### config.mk
export PLATFORM = sky130hd
export DESIGN_NAME = serial_adder
export DESIGN_NICKNAME = d
export VERILOG_FILES = /design/src/rtl/serial_adder.sv
export SDC_FILE = /design/constraint.sdc
export NUM_CORES = 1
export LEC_CHECK = 0
export CAP_MARGIN = 10
export CORE_MARGIN = 2
export CORE_UTILIZATION = 47
export CTS_BUF_LIST = sky130_fd_sc_hd__clkbuf_16
export DETAILED_ROUTE_END_ITERATION = 10
export PLACE_DENSITY = 0.75
export SLEW_MARGIN = 20
export SYNTH_ARGS = -nofsm -noshare
export SYNTH_HDL_FRONTEND = slang
export SYNTH_SLANG_ARGS = --single-unit
export TNS_END_PERCENT = 5
### constraint.sdc
create_clock -name clk -period 1.45 [get_ports clk]
set_input_delay 0.29 -clock clk [delete_from_list [all_inputs] [get_ports clk]]
set_output_delay 0.29 -clock clk [all_outputs]
set_load 0.02 [all_outputs]
### src/rtl/serial_adder.sv
// Bit-serial adder: one full adder walks the operands LSB-first over WIDTH cycles.
// Define SERIAL_ADDER_SAT999_EN to clamp results to the 0..999 display range and flag ovf.
module serial_adder #(
  parameter int WIDTH = 9
) (
  input  logic             clk,
  input  logic             rst_n,
  input  logic             start,
  input  logic [WIDTH-1:0] a,
  input  logic [WIDTH-1:0] b,
  output logic             busy,
  output logic             done,
  output logic [WIDTH:0]   sum,
  output logic             ovf
);

  localparam int CW = $clog2(WIDTH + 1);

  typedef enum logic [1:0] {IDLE, SHIFT, DONE} state_t;

  state_t           r_state;
  logic [WIDTH-1:0] r_a, r_b, r_res;
  logic             r_carry;
  logic [CW-1:0]    r_cnt;
  logic             r_busy, r_done;
  logic [WIDTH:0]   r_sum;
  logic             r_ovf;

  logic             w_s, w_c, w_last;
  logic [WIDTH-1:0] w_res_nxt;
  logic [WIDTH:0]   w_raw, w_final;
  logic             w_ovf;

  assign w_s       = r_a[0] ^ r_b[0] ^ r_carry;
  assign w_c       = (r_a[0] & r_b[0]) | (r_carry & (r_a[0] ^ r_b[0]));
  assign w_res_nxt = {w_s, r_res[WIDTH-1:1]};
  assign w_raw     = {w_c, w_res_nxt};
  assign w_last    = (r_cnt == CW'(WIDTH - 1));

`ifdef SERIAL_ADDER_SAT999_EN
  logic [31:0] w_raw32;
  assign w_raw32 = 32'(w_raw);
  assign w_ovf   = (w_raw32 > 32'd999);
  assign w_final = w_ovf ? (WIDTH+1)'(999) : w_raw;
`else
  assign w_ovf   = 1'b0;
  assign w_final = w_raw;
`endif

  always_ff @(posedge clk or negedge rst_n) begin
    if (!rst_n) begin
      r_state <= IDLE;
      r_a     <= '0;
      r_b     <= '0;
      r_res   <= '0;
      r_carry <= 1'b0;
      r_cnt   <= '0;
      r_busy  <= 1'b0;
      r_done  <= 1'b0;
      r_sum   <= '0;
      r_ovf   <= 1'b0;
    end else begin
      case (r_state)
        IDLE: begin
          r_done <= 1'b0;
          if (start) begin
            r_a     <= a;
            r_b     <= b;
            r_carry <= 1'b0;
            r_cnt   <= '0;
            r_busy  <= 1'b1;
            r_state <= SHIFT;
          end
        end
        SHIFT: begin
          r_carry <= w_c;
          r_res   <= w_res_nxt;
          r_a     <= r_a >> 1;
          r_b     <= r_b >> 1;
          r_cnt   <= r_cnt + 1'b1;
          if (w_last) begin
            r_sum   <= w_final;
            r_ovf   <= w_ovf;
            r_busy  <= 1'b0;
            r_done  <= 1'b1;
            r_state <= DONE;
          end
        end
        DONE: begin
          // DONE always lasts one cycle; a start held through it chains the
          // next operation so continuous requests run every WIDTH+1 cycles.
          r_done <= 1'b0;
          if (start) begin
            r_a     <= a;
            r_b     <= b;
            r_carry <= 1'b0;
            r_cnt   <= '0;
            r_busy  <= 1'b1;
            r_state <= SHIFT;
          end else begin
            r_state <= IDLE;
          end
        end
        default: begin
          r_busy  <= 1'b0;
          r_done  <= 1'b0;
          r_state <= IDLE;
        end
      endcase
    end
  end

  assign busy = r_busy;
  assign done = r_done;
  assign sum  = r_sum;
`ifdef SERIAL_ADDER_SAT999_EN
  assign ovf  = r_ovf;
`else
  assign ovf  = 1'b0;
`endif

endmodule

---- Yosys cells after proc, flatten, opt, wreduce, memory -nomap -nowiden ----
Cells that the tools add are included.
word-level totals
  flip-flop bits (word level) ............. 46
  output and inout bits ................... 13
  logic and storage cells ................. 45
cells by class
  $add $sub $neg .......................... 1
  equal/unequal tests ..................... 6
  mux-type cells .......................... 17
  bitwise logic cells ..................... 5
  reductions and logical operators ........ 7
operator list
  operator               count
  $pmux W9 S2            2
  $mux W9                2
  $pmux W4 S2            1
  $reduce_and A2 Y1      4
  $mux W1                6
  $pmux W2 S3            1
  $add A4 B1 Y4 const B  1
  $eq A4 B4 Y1 const B   1
  $mux W2                2
  $mux W4                1
  $ne A2 B2 Y1 const B   2
  $pmux W1 S2            2
  $and A1 B1 Y1          2
  $eq A2 B1 Y1 const B   1
  $eq A2 B2 Y1 const B   1
  $logic_not A2 Y1       1
  $ne A2 B1 Y1 const B   1
  $reduce_bool A2 Y1     1
  $reduce_or A2 Y1       1
  $xor A1 B1 Y1          2
  $or A1 B1 Y1           1

---- Logic depth before layout (Yosys ltp) ----
  word-level depth ........................ 4
  mapped depth ............................ 6
  mapped depth without buffers ............ 5

---- Least setup slack after synthesis ----
OpenSTA, ideal clock, no wires.
  path kind ............................... reg-to-reg
  start point ............................. register r_cnt[0]
  end point ............................... register r_sum[0] (netlist: sum[0])
  library setup time ...................... 0.125 ns
  arrival time ............................ 1.378 ns
  data required time ...................... 1.325 ns
  slack ................................... -0.053 ns
  stages on the path, launching flop included .. 7
  cells stage by stage .................... dfrtp_1 -> inv_1 -> ha_1 -> and3b_1 -> and2_4 -> buf_12 -> mux2_4
on the way
  word-level cells in the longest chain between the ends .. 2
ends and longest elaborated chain
  what                                RTL line  source
  from (decl)                         24        logic [CW-1:0] r_cnt;
  from (signal assigned)              80        r_cnt <= r_cnt + 1'b1;
  $eq A4 B4 Y1                        38        assign w_last = (r_cnt == CW'(WIDTH - 1));
  $reduce_and A2 Y1 (no source line)  --
  to (signal assigned)                82        r_sum <= w_final;
  to (decl)                           26        logic [WIDTH:0] r_sum;
No other way between the ends.
A chain may end at the register's enable or synchronous reset.

---- Worst setup path after layout ----
  start point ............................. register r_cnt[1]
  end point ............................... register r_sum[9] (netlist: sum[9])
The elaborated chain is that of the path after synthesis.

==> results.cfg <==
[outcome]
status = complete, but fails checks
violations = negative setup slack

[sta]
period_needed_ps = 1466
clock.fmax_ghz = 0.6822
setup_tns_ps = -73.00
setup_violations = 7
post-route-period-util_pct = 101.1
slew_violations = 0
rsz0062_at_grt = yes
hold-worst-slack_ps = 478.7
final-hold-violation-count = 0
finClkSkew_ps = 6.771
setup_ws_ps = -15.85

[final_layout]
mostFrequentLayoutCells = dfrtp_1 (45), nand2_1 (24), nand3_1 (20), clkdlybuf4s50_1 (19), mux2i_1 (18)
utilization_pct = 63.77
area_growth_pct = 28.13
antenna_cells = 0
nFillCells = 314
layoutNonFillerInstCount = 268
fin_nets = 241
drive_gt1_share_pct = 15.60
final_cell_area_sq_mm = 0.002587
final_common_cell = dfrtp_1

[placed_design]
io_buffers = 32
hpwl_um = 2638
dp_slack_ps = -67.30
post_dp_cell_area_sq_mm = 0.002419
place_congestion = 0.7686
dp.cells = 256

[detailed_routing]
dr.first_iter.drc_count = 65
dr_wl_met2_um = 1806
viasPerCell = 5.328
vias = 1428
wl_met1_um = 1752
drt-total-wl_um = 3811
routed-wl-met3_um = 158
ant_nets = 0
dr.pass1.iters = 4
top_layer = met4
drc = 0
routedWlPerCell_um = 14.22

[hold_path]
hold_path_class = reg2reg
min_from = r_res[1]$_DFFE_PN0P_
min_to = r_res[1]$_DFFE_PN0P_
holdPathStages = 2

[logic_synthesis]
yosysTopAreaCellShare_pct = 55.76
synthCells = 175
syn_area_per_cell_sq_um = 11.54
yosysSeqAreaShare_pct = 55.76
netlist_area_sq_mm = 0.002019
yosysTopAreaCell = dfrtp_1
synthDistinctLibCells = 28
yosysWarningCount = 0
ys_seq_elements = 45
synth_fp_nets = 199
synth_area_leaders = dfrtp_1 (56%), mux2i_1 (8.9%), mux2_4 (6.7%)

[worst_setup_path]
cp-start-kind = flop
r2r.worst_path.cells = 6
worstReg2RegStart = r_cnt[1]$_DFFE_PN0P_
crit_type = reg2reg
rrSetupSlack_ps = -20
cpMaxStageDelayCell = dfrtp_1
timing.rr.end = sum[9]$_DFFE_PN0P_
endpoint_kind = flop
crit_start = r_cnt[1]$_DFFE_PN0P_
cp.required_ps = 1620
cp.arrival_ps = 1630
cp_cell_sequence = inv_1 > ha_1 > and3b_1 > and2_4 > buf_12 > mux2_4
max_stage_delay_ps = 380
cp_max_fo = 6

[die]
rows = 23
dieHeight_um = 69.55
ios = 34
fp.dieW_um = 69.55
core_sq_mm = 0.004058
initial_core_util_pct = 49.77
die_area_sq_mm = 0.004837

[power]
p_leak_nw = 1.291
swShare_pct = 35.22
total_power_mw = 5.432
p_per_area_mw_per_mm2 = 2099
power_frac_seq_pct = 39.8
p_clk_share_pct = 19.7
p_comb_share_pct = 40.5
switching_power_mw = 1.913
p_int_mw = 3.519
ir_drop_uv = 937.3

[cts]
cts_tree = built
clkSlewWorstSetupHoldPaths_ps = 60
cts_root_buffer = clkbuf_16
cts_buffers = 5
cts_sinks = 45
clk_latency_ps = 290
clockBufferDepth = 2
htree_num_levels = 2

[global_routing]
grt_overflow = 0
grt_usage_pct = 17.68
grt_pass1_wl_um = 6699
antenna_found_initial = 0
grt_pass1_vias = 1396
grt_max_degree = 46

[flow_run]
maxCapViolCount = 0
[cell usage after synthesis]
| cell | number |
|---|---|
| and2_4 | 1 |
| buf_12 | 1 |
| buf_6 | 2 |
| buf_4 | 1 |
| nand3_1 | 20 |
| nand2_1 | 24 |
| mux2i_1 | 18 |
| xnor2_1 | 1 |
| conb_1 | 1 |
| buf_2 | 8 |
| and3b_1 | 1 |
| inv_1 | 3 |
| nor2_1 | 4 |
| nor2b_1 | 1 |
| mux2_4 | 9 |
| ha_1 | 2 |
| nand4b_1 | 1 |
| o21ai_1 | 10 |
| dfrtp_1 | 45 |
| o32ai_1 | 1 |
| mux2_2 | 1 |
| clkbuf_1 | 1 |
| and2_1 | 1 |
| a22o_1 | 3 |
| nand3b_1 | 1 |
| nand2b_1 | 2 |
| fa_1 | 1 |
| o21ai_0 | 11 |
[cells by family (layout without fill, tap and decap cells)]
family	after synthesis	in the layout	share of synthesized area [%]
and+or+nand+nor	56	56	13.07
DFF	45	45	55.76
muxes	28	28	16.17
AOI/OAI and AO/OA	25	25	6.940
buffers and inverters	16	59	5.204
adders and majority gates	3	3	2.230
other	1	1	0.1857
xor gates and xnor gates	1	1	0.4338
[worst max-delay path: cells and delay by family (launching register included)]
kind                     cells  cell delay [ps]
adder cells (fa/ha/maj)      1              120
buffers and inverters        2              190
flip-flops                   1              380
multiplexers                 1              290
AND/OR/NAND/NOR              2              360
[power groups by stage]
stage          sequential (mW)  combinational (mW)  clock, mW
2_1_floorplan             2.30                1.39          0
3_3_place_gp              2.16                2.22          0
3_5_place_dp              2.19                2.32          0
4_1_cts                   2.16                2.21       1.10
5_1_grt                   2.24                2.45       1.16
6_report                  2.16                2.20       1.07
[area by class of cell]
class                           count  area (sq um)  area share, %
Sequential cell                    45          1126          43.52
Multi-Input combinational cell    114         788.3          30.46
Timing Repair Buffer               48         460.4          17.79
Clock inverter                      3         13.76         0.5319
Inverter                            3         11.26         0.4352
Clock buffer                        5         125.1          4.836
Tap cell                           50         62.56          2.418
[repair_timing]
item | CTS | global route
endpoints found under the hold margin | 45 | 0
hold buffers | 1 | 0
setup endpoints to repair | 22 | 10
resized for setup | 12 | 0
setup buffers | 0 | 3
[sequential cells by signal (all words and copies together) (netlist names)]
name	cells
done	1
r_cnt	4
r_b	9
r_a	9
r_state	2
r_carry	1
sum	10
r_res	8
busy	1
[how the worst max path moves through the flow]
stage / endpoint / depth (start not counted)
floorplan: sum[0]$_DFFE_PN0P_ / 6
global placement: r_carry$_DFFE_PN0P_ / 5
detailed placement: sum[6]$_DFFE_PN0P_ / 5
CTS: sum[6]$_DFFE_PN0P_ / 5
global route: sum[8]$_DFFE_PN0P_ / 6
finish: sum[9]$_DFFE_PN0P_ / 6
[metal layers]
metal / vias up / GRT usage (%)
met3: 9 / 3.779
met4: 0 / 9.804
li1: 685 / -
met5: - / 0
met2: 35 / 26.82
met1: 699 / 23.61
(Power assumes the default switching activity.)
